### config.mk
export PLATFORM = sky130hd
export DESIGN_NAME = keygen_unloader
export DESIGN_NICKNAME = d
export VERILOG_FILES = /design/src/rtl/keygen_unloader.sv
export SDC_FILE = /design/constraint.sdc
export NUM_CORES = 1
export LEC_CHECK = 0
export CAP_MARGIN = 10
export CORE_MARGIN = 10
export CORE_UTILIZATION = 34
export CTS_BUF_LIST = sky130_fd_sc_hd__clkbuf_8
export DETAILED_ROUTE_END_ITERATION = 16
export SLEW_MARGIN = 30
export SYNTH_ARGS = -nofsm -noshare
export SYNTH_HDL_FRONTEND = slang
export SYNTH_SLANG_ARGS = --single-unit
export TNS_END_PERCENT = 30
### constraint.sdc
create_clock -name clk -period 5.59 [get_ports clk]
set_clock_uncertainty 0.1 [all_clocks]
set_input_delay 1.118 -clock clk [delete_from_list [all_inputs] [get_ports clk]]
set_output_delay 1.118 -clock clk [all_outputs]
set_load 0.1 [all_outputs]
### src/rtl/keygen_unloader.sv
// keygen_unloader
//
// Drains keygen's output RAM after a key generation completes. Bytes are
// read through the one-cycle-latency output_addr/output_do port. They are
// packed little-endian into 32-bit words and streamed out on m_data with
// full backpressure.
//
// Handshake: a word transfers on a rising clk edge where m_valid and m_ready
// are both high. Once m_valid is raised, m_data and m_last hold until that
// transfer happens. m_valid never depends combinationally on m_ready.
//
// Ports:
//   clk, rst          clock and asynchronous active-high reset
//   start             begin a drain (ignored unless idle)
//   busy              high while a drain is in progress
//   done              one-cycle pulse after the m_last word is accepted
//   output_addr       byte address to keygen's output RAM
//   output_do         RAM read data, valid one cycle after the address
//   m_data/m_valid/m_last/m_ready   word stream to the host
//   state_dbg         current FSM state, for observation only
module keygen_unloader #(
    parameter int N_BYTES = 1824,
    parameter int ADDR_W  = 11
) (
    input  logic              clk,
    input  logic              rst,
    input  logic              start,
    output logic              busy,
    output logic              done,
    output logic [ADDR_W-1:0] output_addr,
    input  logic [7:0]        output_do,
    output logic [31:0]       m_data,
    output logic              m_valid,
    output logic              m_last,
    input  logic              m_ready,
    output logic [1:0]        state_dbg
);

    localparam int N_WORDS = N_BYTES / 4;
    localparam int WC_W    = $clog2(N_WORDS + 1);

    typedef enum logic [1:0] {
        IDLE  = 2'd0,
        RUN   = 2'd1,
        FLUSH = 2'd2
    } state_t;

    state_t state, state_nxt;
    logic   done_nxt;

    logic [ADDR_W-1:0] rd_ptr;
    logic [1:0]        rd_lane;   // packer lane for the next captured byte
    logic              rd_pend;   // a read was issued last cycle; capture now
    logic [WC_W-1:0]   word_cnt;
    logic [7:0]        pk0, pk1, pk2;

    // 2-entry output FIFO, each entry {last, word}
    logic [32:0] fifo_mem [2];
    logic        fifo_wp, fifo_rp;
    logic [1:0]  fifo_cnt;

    logic [2:0]  committed;
    logic        credit_ok, issue, last_issue, push, pop, push_last;
    logic [31:0] push_word;
    logic [32:0] head;

    // Reservation check: words already queued plus the word that the packer
    // is about to complete. rd_lane==3 means three bytes are held, so the
    // next captured byte (in flight or still to be issued) pushes a word.
    // Allowing a read only when that total is at most 1 guarantees a free
    // FIFO slot at every lane-3 capture.
    always_comb begin
        committed  = {1'b0, fifo_cnt} + {2'b00, (rd_lane == 2'd3)};
        credit_ok  = (committed <= 3'd1);
        issue      = (state == RUN) && credit_ok;
        last_issue = issue && (rd_ptr == ADDR_W'(N_BYTES - 1));
        push       = rd_pend && (rd_lane == 2'd3);
        pop        = m_valid && m_ready;
        push_word  = {output_do, pk2, pk1, pk0};
        push_last  = (word_cnt == WC_W'(N_WORDS - 1));
        head       = fifo_mem[fifo_rp];
    end

    assign m_valid     = (fifo_cnt != 2'd0);
    assign m_data      = head[31:0];
    assign m_last      = m_valid && head[32];
    assign output_addr = issue ? rd_ptr : '0;
    assign busy        = (state != IDLE);
    assign state_dbg   = state;

    // FSM: state register
    always_ff @(posedge clk or posedge rst) begin
        if (rst) begin
            state <= IDLE;
        end else begin
            state <= state_nxt;
        end
    end

    // FSM: next state and done request
    always_comb begin
        state_nxt = state;
        done_nxt  = 1'b0;
        case (state)
            IDLE: begin
                if (start) state_nxt = RUN;
            end
            RUN: begin
                if (last_issue) state_nxt = FLUSH;
            end
            FLUSH: begin
                // The m_last word is the final push, so its transfer also
                // leaves the FIFO empty.
                if (pop && m_last) begin
                    state_nxt = IDLE;
                    done_nxt  = 1'b1;
                end
            end
            default: state_nxt = IDLE;
        endcase
    end

    // Read pointer, packer and FIFO
    always_ff @(posedge clk or posedge rst) begin
        if (rst) begin
            done        <= 1'b0;
            rd_ptr      <= '0;
            rd_lane     <= 2'd0;
            rd_pend     <= 1'b0;
            word_cnt    <= '0;
            pk0         <= 8'h00;
            pk1         <= 8'h00;
            pk2         <= 8'h00;
            fifo_mem[0] <= '0;
            fifo_mem[1] <= '0;
            fifo_wp     <= 1'b0;
            fifo_rp     <= 1'b0;
            fifo_cnt    <= 2'd0;
        end else begin
            done <= done_nxt;
            if (state == IDLE) begin
                if (start) begin
                    rd_ptr   <= '0;
                    rd_lane  <= 2'd0;
                    rd_pend  <= 1'b0;
                    word_cnt <= '0;
                    fifo_wp  <= 1'b0;
                    fifo_rp  <= 1'b0;
                    fifo_cnt <= 2'd0;
                end
            end else begin
                rd_pend <= issue;
                if (issue) rd_ptr <= rd_ptr + 1'b1;

                if (rd_pend) begin
                    case (rd_lane)
                        2'd0:    pk0 <= output_do;
                        2'd1:    pk1 <= output_do;
                        2'd2:    pk2 <= output_do;
                        default: ;  // lane 3 goes straight into the FIFO
                    endcase
                    rd_lane <= rd_lane + 2'd1;
                end

                if (push) begin
                    fifo_mem[fifo_wp] <= {push_last, push_word};
                    fifo_wp           <= ~fifo_wp;
                    word_cnt          <= word_cnt + 1'b1;
                end
                if (pop) fifo_rp <= ~fifo_rp;

                case ({push, pop})
                    2'b10:   fifo_cnt <= fifo_cnt + 2'd1;
                    2'b01:   fifo_cnt <= fifo_cnt - 2'd1;
                    default: fifo_cnt <= fifo_cnt;
                endcase
            end
        end
    end

endmodule
---- Word-level counts from Yosys, hierarchy flattened ----
Index checks and enable logic that the tools add are counted.
storage, ports and cells
  register bits ........................... 120
  bits in latches ......................... 0
  bits in writable memories ............... 0
  bits in read-only memories .............. 0
  input bits .............................. 12
  logic and storage cells ................. 97
  memories kept ........................... 0
cells by class
  $add $sub $neg .......................... 6
  multipliers ............................. 0
  divide/modulo/power cells ............... 0
  order comparisons ....................... 4
  eq/ne operators ......................... 12
  shift-type cells ........................ 0
  mux-type cells .......................... 30
  bitwise gates (word level) .............. 5
  reductions and logical operators ........ 26
operators by type and width
  cell                                                      count
  two-way mux 33 bit                                        4
  bitwise mux 66 bit                                        1
  two-way mux 11 bit                                        4
  demux 33 bit (select 1 bit)                               1
  two-way mux 9 bit                                         3
  two-way mux 2 bit                                         7
  AND reduction 2 bit                                       6
  AND reduction 3 bit                                       4
  nonzero test 2 bit                                        6
  adder 11 x 1 -> 11 bit, second input constant             1
  == test 11 bit, second input constant                     1
  adder 9 x 1 -> 9 bit, second input constant               1
  == test 9 bit, second input constant                      1
  == test 2 bit, second input constant                      4
  two-way mux 1 bit                                         8
  logical AND 1 bit                                         7
  == test 2 x 1 -> 1 bit, second input constant             3
  inequality test 2 bit, second input constant              3
  one-hot mux 2 bit (3 select lines)                        1
  adder 2 x 1 -> 2 bit, second input constant               2
  greater-or-equal comparator 2 bit, second input constant  2
  zero test 2 bit                                           2
  NOT 1 -> 2 bit                                            2
  one-hot mux 2 bit (2 select lines)                        1
  other kinds (6)                                           8

---- Depth between registers and ports, before layout ----
Gate-level depths: netlist (run 1).
  depth after elaboration ................. 8
  mapped depth ............................ 10
  depth with buffers taken out ............ 8

---- Least setup slack after synthesis (run 1) ----
OpenSTA, ideal clock, no wires.
  kind .................................... register to output
  start point ............................. register rd_lane[0]
  end point ............................... output port output_addr[3]
  data arrival time ....................... 2.712 ns
  setup slack ............................. 1.660 ns
  stages on the path, launching flop included .. 10
  buffers on the path ..................... 2
  cell sequence ........................... dfrtp_1 > ha_1 > ha_1 > inv_1 > ha_1 > nor3b_2 > o21ba_2 > buf_2 > clkbuf_1 > and2_1
on the way
  longest elaborated chain between the ends .. 5
RTL lines
  item                          line  RTL
  from (decl)                   52    logic [1:0] rd_lane;
  from (signal assigned)        162   rd_lane <= rd_lane + 2'd1;
  == test 2 bit                 73    committed = {1'b0, fifo_cnt} + {2'b00, (rd_lane == 2'd3)};
  adder 2 x 1 -> 3 bit          73
  <= comparator 3 x 1 -> 1 bit  74    credit_ok = (committed <= 3'd1);
  logical AND 1 bit             75    issue = (state == RUN) && credit_ok;
  two-way mux 11 bit            87    assign output_addr = issue ? rd_ptr : '0;
  to (decl)                     30    output logic [ADDR_W-1:0] output_addr,
Every way passes these cells.

---- Worst setup path in the final report (run 1) ----
  start point ............................. register rd_lane[0]
  end point ............................... output port output_addr[6]
The elaborated chain is that of the path after synthesis.

==> results of run 1 <==
==> worst paths after layout <==
kind	startpoint	to	slack, ns	depth (start not counted)
max	rd_lane[0]	output_addr[6]	1.54	8
min	word_cnt[8]	word_cnt[8]	0.39	1
max reg2reg	rd_lane[0]	rd_ptr[10]	3.00	8
min reg2reg	word_cnt[8]	word_cnt[8]	0.39	1
max in group asynchronous	rst	fifo_mem[60]	3.43	3
min in group asynchronous	rst	pk0[4]	1.03	2
==> state kept, by name (all words and copies together), names as in the netlist <==
signal,flops
fifo_mem,66
rd_ptr,11
word_cnt,9
pk0,8
pk1,8
pk2,8
fifo_cnt,2
rd_lane,2
state_dbg,2
done,1
fifo_rp,1
fifo_wp,1
rd_pend,1
==> placed cells by master, fill, tap and decap left out, drive strengths merged, types with 2 or more instances in the layout <==
cell,Yosys,routed
a21o,2,2
a21oi,5,5
a31oi,2,2
and2,12,12
and3,2,2
and4b,2,2
buf,12,18
bufinv,0,4
clkbuf,4,17
clkdlybuf4s50,0,49
clkinv,0,6
clkinvlp,0,2
dfrtp,120,120
ha,10,10
inv,9,12
mux2,120,120
mux2i,5,5
nand2,27,27
nand3,4,4
nand3b,3,3
nand4,3,3
nor2,12,12
nor3b,3,3
o211ai,5,5
o21ai,15,15
o31ai,6,6
or2,2,2
or3,4,4
or4b,2,2
xnor2,3,3
xor2,5,5
==> cells by family (layout without fill, tap and decap cells) <==
kind of cell	after synthesis	in the layout	synth area share, %
buffers and inverters	25	108	2.133
adders and majority gates	10	10	2.294
and+or+nand+nor	83	83	8.672
xor gates and xnor gates	8	8	1.285
AOI/OAI and AO/OA	41	41	4.863
muxes	125	125	25.69
DFF	120	120	55.06
==> critical path: cells and delay by family (launching register included) <==
family                     cells  cell delay [ns]
buffers and inverters          2             0.37
DFF                            1             0.43
adders and majority gates      3             0.64
AOI/OAI and AO/OA              2             0.78
and+or+nand+nor                1             0.18
==> cell usage after synthesis, drive strengths merged, types with 2 or more instances <==
| master | n |
|---|---|
| or4b | 2 |
| nand4 | 3 |
| and4b | 2 |
| nand3b | 3 |
| a21o | 2 |
| or2 | 2 |
| mux2 | 120 |
| ha | 10 |
| or3 | 4 |
| inv | 9 |
| xor2 | 5 |
| buf | 12 |
| nand2 | 27 |
| dfrtp | 120 |
| nor2 | 12 |
| o211ai | 5 |
| o31ai | 6 |
| xnor2 | 3 |
| mux2i | 5 |
| nand3 | 4 |
| nor3b | 3 |
| a21oi | 5 |
| o21ai | 15 |
| clkbuf | 4 |
| and3 | 2 |
| and2 | 12 |
| a31oi | 2 |
==> metal layers <==
| layer | up-vias | global-route usage (%) | wire length [um] |
|---|---|---|---|
| met1 | 1741 | 14.06 | 5559 |
| met2 | 76 | 18.52 | 5691 |
| met5 | - | 0 | 0 |
| met3 | 6 | 4.265 | 708 |
| met4 | 0 | 3.453 | 75 |
| li1 | 1610 | - | - |
==> layout make-up <==
type                       count  share of cell area, %
inverter                       9                 0.5412
tap                          216                  4.031
clock buffer                  17                  3.490
multi-input combinational    267                  34.83
sequential                   120                  44.81
timing repair buffer          67                  9.332
clock inverter                15                  2.968
==> metrics by stage <==
stage	std cells	cell area, um2	utilization (%)	hold WS (ns)
3_5_place_dp	679	6270	39.61	0.3726
3_3_place_gp	679	6270	39.61	0.3670
4_1_cts	711	6703	42.35	0.3874
6_report	711	6704	42.36	0.3862
2_1_floorplan	412	5454	-	0.3453
5_1_grt	711	6704	42.36	0.4188
==> Flow_metrics.wiki, run 1 <==
{| class="wikitable"
! Metric !! Value
|-
| Area overhead of the layout relative to synthesis || 22.92%
|-
| Max Transition Viols Final || 0
|-
| All-Layer GR Usage || 11.51%
|-
| Max-slew headroom at the worst pin || between 30% and 40%
|-
| Number of nets in the synthesized netlist || 434
|-
| Global route total overflow || 0
|-
| Root buffer selected by CTS || clkbuf_8
|-
| CP max stage cell || dfrtp_1
|-
| Post-route worst setup slack || 1.538 ns
|-
| Max capacitance violation total || 0
|-
| Gate count after technology mapping || 412
|-
| Path class of the lowest-slack min-delay path || reg2reg
|-
| Number of buffers inserted to repair setup after CTS || 0
|-
| Hold Buf Count CTS || 0
|-
| Remaining number of nets flagged by the antenna check after routing || 0
|-
| Filler Cell Count || 1446
|-
| Total setup violations reported at the end of the flow || 0
|-
| Wire per inst || between 15 and 20 um
|-
| CTS resizes || 0
|-
| Critical Setup Path Class || reg2out
|-
| I/O pin total || 61
|-
| Startpoint kind of the worst setup timing path || register
|-
| Detailed-placement wirelength estimate || 8.054 mm
|-
| Ranking of synthesized cells by area || dfrtp_1 (55%), mux2_2 (25%), ha_1 (2.3%), nand2_1 (1.7%), and2_1 (1.4%)
|-
| Pre-CTS setup slack || 1.735 ns
|-
| Clock edge transition at the registers on the reported setup and hold paths || 0.07 ns
|-
| Run status || complete, no violations
|-
| Sequential fraction of the synthesis area || around 55%
|-
| Commonest register cell after synthesis || dfrtp_1
|-
| Data required time at the worst endpoint || around 4.4 ns
|-
| Number of distinct library cells after synthesis || 52
|-
| Average footprint of a synthesized cell || 13.24 um2
|-
| Overall die height || approximately 150 um
|-
| Antenna cells || 0
|-
| Kind of end point of the critical path || primary output
|-
| Post-synth EDFFs || 0
|-
| Via density || 4.828
|-
| Min Clock Period, post-route || 4.052 ns
|-
| Sequential cell area || 3004 um2
|-
| Count of input and output buffers || 60
|-
| Biggest fanout along the worst timing path || 17
|-
| Floorplan Core Area || 15830 um2
|-
| Number of global-route vias before repair || 3789
|-
| Remaining DRCs || 0
|-
| TritonCTS clock tree || yes
|-
| Final clock period utilization by the worst path || 72.49%
|-
| First DRT Iteration DRCs || 150
|-
| Synth area leader || dfrtp_1
|-
| Clk buf depth || 2
|-
| Yosys warnings || 0
|-
| Async S/R FF share, synth || 100.0%
|-
| F_max || 0.2468 GHz
|-
| FF+latch count, synth || 120
|-
| Proportion of netlist area held by the largest area contributor || a little under three fifths
|-
| Count of standard-cell rows || 46
|-
| Die X || 146.7 um
|-
| Placer's final routability congestion estimate || 0.7707
|-
| Arr. time, crit path || around 2.8 ns
|-
| Final TNS setup || 0 ns
|-
| Pin count of the biggest net entering global routing || 50
|-
| Starting utilization of the core area || 34.46%
|-
| Most repeated library cell on the critical path || ha_1
|-
| Number of clock sinks || 120
|-
| Number of nets in the finished design || 504
|-
| Die Outline Area || 21510 um2
|-
| Area taken by multi-input logic gates || 2335 um2
|-
| Slew of the pin with the lowest slew margin || 0.9917 ns
|-
| Number of vias after detailed routing || around 3.4k
|-
| Global-route wire length before repair || 19.74 mm
|-
| Share of post-route cells with drive strength above 1 || 36.97%
|-
| Final Hold Fails || 0
|-
| Cell chain of the critical path || ha_1, ha_1, inv_1, ha_1, a21boi_0, o21ba_2, and2_1, buf_4
|-
| Unrepaired setup endpoints after global routing || false
|-
| Total number of H-tree levels || 4
|-
| Initial DRT Pass Iterations || 4
|-
| Antenna violations before repair || 0
|-
| Combined area of all synthesized cells || around 5500 um2
|-
| Biggest cell delay along the critical path || between 0.4 and 0.5 ns
|-
| Total wire length after detailed routing || roughly 12 mm
|-
| TritonCTS Buffers || 17
|-
| Clk_lat worst skew || 0.43 ns
|}
Power of run 1 is left out: the tool's default activity adds up to more than one toggle a clock period on the data nets, which glitch-free logic cannot reach.
==> inputs of run 2 (changes only) <==
==> constraint.sdc (replaced) <==
create_clock -name clk -period 3.5 [get_ports clk]
set_clock_uncertainty 0.1 [all_clocks]
set_input_delay 0.7 -clock clk [delete_from_list [all_inputs] [get_ports clk]]
set_output_delay 0.7 -clock clk [all_outputs]
set_load 0.1 [all_outputs]
==> run 2 against run 1 <==
Non-clock buffer count grew 2. Final cell count grew 0.28%. Register-to-register slack lost 2.0 ns. Cell area grew 7.8%. Flip-flop and latch count is the same. Core utilization grew 3.3 points. Clock-buffer cell count grew 4.
==> Flow_metrics.wiki, run 2 (synthesized netlist as in run 1, its figures left out) <==
{| class="wikitable"
! Metric !! Value
|-
| Run status || complete, no violations
|-
| Slew of the pin with the lowest slew margin || 0.6030 ns
|-
| Final hold slack || 0.3811 ns
|-
| Startpoint of the worst-slack reg-to-reg timing path || rd_lane[0]
|-
| I/O pin total || just over 60
|-
| Final clock period utilization by the worst path || 94.93%
|-
| Clock edge transition at the registers on the reported setup and hold paths || 0.06 ns
|-
| Detailed-placement wirelength estimate || 8.122 mm
|-
| Number of global-route vias before repair || 3724
|-
| Startpoint kind of the worst setup timing path || register
|-
| Antenna cells || 0
|-
| Logic depth of the worst register-to-register path || 8
|-
| Hold Path Origin || fifo_mem[32]
|-
| Initial DRT Pass Iterations || 4
|-
| Leading registers by flop count || fifo_mem x66, rd_ptr x11, word_cnt x9
|-
| Max-slew headroom at the worst pin || between 50% and 60%
|-
| Max Transition Viols Final || 0
|-
| Total setup violations reported at the end of the flow || 0
|-
| Arr. time, crit path || ~2.5 ns
|-
| Data required time at the worst endpoint || 2.70 ns
|-
| Min Clock Period, post-route || 3.322 ns
|-
| Starting utilization of the core area || around 34%
|-
| Clk buf depth || 2
|-
| Root buffer selected by CTS || clkbuf_8
|-
| Global-route wire length before repair || 19.89 mm
|-
| Critical Setup Path Class || reg2out
|-
| Remaining DRCs || 0
|-
| Most frequent cells in the layout || dfrtp_1 (120), mux2_2 (119), buf_12 (44)
|-
| Endpoint of the most critical register-to-register path || rd_ptr[10]
|-
| Clk_lat worst skew || between 0.4 and 0.5 ns
|-
| Non-Filler Cell Area, Final || 7226 um2
|-
| Hold-critical path endpoint || fifo_mem[32]
|-
| Cell count of the worst hold path || 2
|-
| Pin count of the biggest net entering global routing || 49
|-
| Path class of the lowest-slack min-delay path || reg2reg
|-
| Remaining number of nets flagged by the antenna check after routing || 0
|-
| Final Hold Fails || 0
|-
| DP Area || slightly below 7000 um2
|-
| Antenna violations before repair || 0
|-
| First DRT Iteration DRCs || around 150
|-
| Floorplan Core Area || approximately 16000 um2
|-
| F_max || about 0.30 GHz
|-
| Sequential cell area || 3003 um2
|-
| TritonCTS Buffers || 17
|-
| Wire per inst || 16.78 um
|-
| Kind of end point of the critical path || primary output
|-
| Max capacitance violation total || 0
|-
| Total wire length after detailed routing || 11.97 mm
|-
| Global route total overflow || 0
|-
| Number of vias after detailed routing || 3494
|-
| Number of clock sinks || 120
|-
| Filler Cell Count || 1423
|-
| Die X || around 150 um
|-
| Max FFs per register || 66
|-
| Share of post-route cells with drive strength above 1 || 44.67%
|-
| Post-route worst setup slack || 0.1776 ns
|-
| Most frequent standard cell in the layout excluding fill and tap cells || dfrtp_1
|-
| Number of nets in the finished design || 507
|-
| Placer's final routability congestion estimate || 0.7915
|-
| Die Outline Area || ~22000 um2
|-
| Total number of H-tree levels || 4
|-
| Pre-CTS setup slack || 0.3990 ns
|-
| Area overhead of the layout relative to synthesis || 32.48%
|-
| TritonCTS clock tree || yes
|-
| Biggest fanout along the worst timing path || 8
|-
| Unrepaired setup endpoints after global routing || false
|-
| Top register by number of flip-flops || fifo_mem
|-
| Overall die height || roughly 150 um
|-
| Via density || 4.900
|-
| Area taken by multi-input logic gates || 2380 um2
|-
| Count of input and output buffers || 60
|-
| All-Layer GR Usage || 11.57%
|-
| Count of standard-cell rows || 46
|-
| R2r setup slk || 0.97 ns
|}
## run 2: routing by layer
metal  part of all wire (%)  global-route usage (%)  vias up
met4                    1.7                   4.655        0
met3                    6.2                   4.666       19
met2                     47                   18.09       89
li1                       -                       -     1616
met5                      0                       0        -
met1                     45                   13.88     1770
## run 2: critical path, stage by stage (launching register included)
cell	delay, ns
dfrtp_1	0.44
ha_4	0.21
ha_1	0.19
inv_1	0.08
ha_1	0.25
nor3b_4	0.31
o21ba_4	0.23
and2_1	0.18
buf_12	0.18
## run 2: how the worst max path moves through the flow
stage	cells after the start	start	slack, ns	to
after global placement	8	rd_lane[0]	0.48	output_addr[3]
final	8	rd_lane[0]	0.18	output_addr[5]
after CTS	8	rd_lane[0]	0.0008	output_addr[8]
after detailed placement	8	rd_lane[0]	0.40	output_addr[8]
after floorplan	9	rd_lane[0]	-0.01	output_addr[3]
after global routing	8	rd_lane[0]	0.03	output_addr[9]
## run 2: area by class of cell
| type | instances | area share, % |
|---|---|---|
| Clock buffer | 21 | 4.000 |
| Clock inverter | 10 | 2.078 |
| Inverter | 9 | 0.5195 |
| Multi-Input combinational cell | 268 | 32.94 |
| Sequential cell | 120 | 41.56 |
| Tap cell | 216 | 3.740 |
| Timing Repair Buffer | 69 | 15.17 |
## run 2: metrics by stage
step | utilization, % | cells | TNS, ns
2_1_floorplan | - | 412 | -0.08253
3_3_place_gp | 42.50 | 679 | 0
3_5_place_dp | 42.50 | 679 | 0
4_1_cts | 45.31 | 710 | 0
5_1_grt | 45.65 | 713 | 0
6_report | 45.65 | 713 | 0
## run 2: repair_timing
| action | in CTS | in global routing |
|---|---|---|
| resized for setup | 2 | 5 |
| setup buffers | 0 | 2 |
| gates cloned | 0 | 1 |
| setup endpoints to repair | 11 | 11 |
| pin swaps | 1 | 1 |
| hold buffers | 0 | 0 |
Power of run 2 is left out for the same reason.
==> inputs of run 3 (changes only) <==
--- a/config.mk
+++ b/config.mk
@@ -7,9 +7,10 @@
 export LEC_CHECK = 0
 export CAP_MARGIN = 10
 export CORE_MARGIN = 10
-export CORE_UTILIZATION = 34
+export CORE_UTILIZATION = 53
 export CTS_BUF_LIST = sky130_fd_sc_hd__clkbuf_8
 export DETAILED_ROUTE_END_ITERATION = 16
+export PLACE_DENSITY = 0.79
 export SLEW_MARGIN = 30
 export SYNTH_ARGS = -nofsm -noshare
 export SYNTH_HDL_FRONTEND = slang
==> run 3 against run 2 <==
Flip-flop and latch count unchanged. Die area down 31%. Worst hold slack better by 0.017 ns. Sequential share of layout area up 0.42 points. Register-to-register slack lost 0.14 ns. First-iteration DRC count up 9.7%. Cell area is 1.0% lower. Final cell count fell by 11%. Core utilization up 27 points. Clock-buffer cell count is 4 lower. Global-route usage grew 5.1 points.
==> Flow_metrics.wiki, run 3 (synthesized netlist as in run 1, its figures left out) <==
{| class="wikitable"
! Metric !! Value
|-
| Run status || complete, no violations
|-
| Most frequent standard cell in the layout excluding fill and tap cells || dfrtp_1
|-
| Leading registers by flop count || fifo_mem x66, rd_ptr x11, word_cnt x9
|-
| Remaining number of nets flagged by the antenna check after routing || 0
|-
| All-Layer GR Usage || 16.67%
|-
| Max-slew headroom at the worst pin || between 30% and 40%
|-
| Floorplan Core Area || 9910 um2
|-
| Critical Setup Path Class || reg2out
|-
| Count of input and output buffers || 60
|-
| Most frequent cells in the layout || dfrtp_1 (120), mux2_2 (119), buf_12 (45)
|-
| Placer's final routability congestion estimate || 0.8258
|-
| Data required time at the worst endpoint || approximately 2.7 ns
|-
| Area overhead of the layout relative to synthesis || 31.15%
|-
| Top register by number of flip-flops || fifo_mem
|-
| TritonCTS clock tree || yes
|-
| Filler Cell Count || 658
|-
| TritonCTS Buffers || 17
|-
| Initial DRT Pass Iterations || 4
|-
| Remaining DRCs || 0
|-
| Biggest cell delay along the critical path || between 0.4 and 0.5 ns
|-
| Path class of the lowest-slack min-delay path || in2async
|-
| Min Clock Period, post-route || 3.390 ns
|-
| Clk_lat worst skew || 0.43 ns
|-
| Clock edge transition at the registers on the reported setup and hold paths || ~0.080 ns
|-
| Number of clock sinks || 120
|-
| Final Hold Fails || 0
|-
| Most repeated library cell on the critical path || ha_1
|-
| Via density || 5.559
|-
| Arr. time, crit path || 2.59 ns
|-
| Die X || approximately 120 um
|-
| Number of global-route vias before repair || 3843
|-
| Final hold slack || 0.3982 ns
|-
| First DRT Iteration DRCs || 169
|-
| Unrepaired setup endpoints after global routing || false
|-
| Detailed-placement wirelength estimate || around 8.0 mm
|-
| Startpoint of the worst-slack reg-to-reg timing path || rd_lane[0]
|-
| Total wire length after detailed routing || 11.89 mm
|-
| Overall die height || 121.4 um
|-
| Count of standard-cell rows || 36
|-
| Share of post-route cells with drive strength above 1 || between 40 and 50%
|-
| Number of nets in the finished design || 509
|-
| Die Outline Area || 14750 um2
|-
| Root buffer selected by CTS || clkbuf_8
|-
| Global-route wire length before repair || 19.44 mm
|-
| Total setup violations reported at the end of the flow || 0
|-
| Starting utilization of the core area || 55.04%
|-
| R2r setup slk || between 0.8 and 0.9 ns
|-
| I/O pin total || about 60
|-
| Pin count of the biggest net entering global routing || 86
|-
| Wire per inst || 18.79 um
|-
| Max capacitance violation total || 0
|-
| Total number of H-tree levels || 4
|-
| Max FFs per register || 66
|-
| Startpoint kind of the worst setup timing path || register
|-
| Endpoint of the most critical register-to-register path || rd_ptr[7]
|-
| Biggest fanout along the worst timing path || 9
|-
| Logic depth of the worst register-to-register path || 9
|-
| Antenna cells || 0
|-
| Number of vias after detailed routing || 3519
|-
| CP max stage cell || dfrtp_1
|-
| Antenna violations before repair || 0
|-
| Global route total overflow || 0
|-
| Kind of end point of the critical path || primary output
|-
| Cell chain of the critical path || ha_2, ha_1, inv_1, ha_1, nor3b_4, o21ba_4, and2_1, buf_12
|-
| Clk buf depth || 2
|-
| Slew of the pin with the lowest slew margin || 0.9693 ns
|-
| F_max || 0.2950 GHz
|-
| Max Transition Viols Final || 0
|-
| Final clock period utilization by the worst path || 96.84%
|}
==> run 3: changes by cell type in the layout (fill, tap and decap cells not counted) <==
cell and change:
clkdlybuf4s50_1 +1, inv_1 -1, inv_8 +2, clkbuf_8 -4, clkinv_4 +4, ha_2 +1
buf_12 +1, clkinvlp_4 -1, ha_4 -1, inv_6 +4, clkinv_2 -3
==> run 3: worst max-delay path by stage <==
| stage | start | end | slack [ns] | cells past startpoint |
|---|---|---|---|---|
| CTS | rd_lane[0] | output_addr[7] | 0.006 | 8 |
| global route | rd_lane[0] | output_addr[0] | 0.01 | 8 |
| floorplan | rd_lane[0] | output_addr[3] | -0.01 | 9 |
| global placement | rd_lane[0] | output_addr[10] | 0.48 | 8 |
| detailed placement | rd_lane[0] | output_addr[7] | 0.35 | 8 |
| finish | rd_lane[0] | output_addr[7] | 0.11 | 8 |
==> run 3: worst max-delay path: cells and delay by family, from the launching register on <==
| kind | cells | cell delay [ns] |
|---|---|---|
| adder cells (fa/ha/maj) | 3 | 0.76 |
| AND/OR/NAND/NOR | 2 | 0.50 |
| AO/OA/AOI/OAI | 1 | 0.23 |
| buffers and inverters | 2 | 0.25 |
| flip-flops | 1 | 0.42 |
==> run 3: cell type report <==
type	instances	area, um2	share of cell area, %
timing repair buffer	71	1126	15.74
clock buffer	17	234.0	3.271
multi-input combinational	268	2370	33.13
tap	133	166.4	2.326
sequential	120	3003	41.98
inverter	9	37.54	0.5248
clock inverter	15	216.5	3.026
==> run 3: layer usage <==
layer	wire length, um	vias up	part of all wire, %	track usage (%)
met5	0	-	0	0
met4	252	0	2.1	7.079
met3	572	18	4.8	4.979
met2	5890	88	50	27.37
met1	5178	1776	44	19.92
li1	-	1637	-	-
==> run 3: stage by stage <==
step,setup TNS (ns),cells,area [um2],setup slack (ns),utilization [%]
floorplan,-0.08253,412,5458,-0.01179,-
finish,0,633,7153,0.1105,72.18
CTS,0,629,7108,0.006062,71.73
detailed placement,0,597,6645,0.3524,67.06
global placement,0,597,6645,0.4808,67.06
global route,0,633,7153,0.01109,72.18
==> run 3: repair_timing <==
item	CTS	global route
setup buffers	0	3
pin swaps	1	1
gates resized for setup	3	3
hold buffers	0	0
endpoints found under the setup margin	11	11
gates cloned	0	1
Power of run 3 is left out for the same reason.
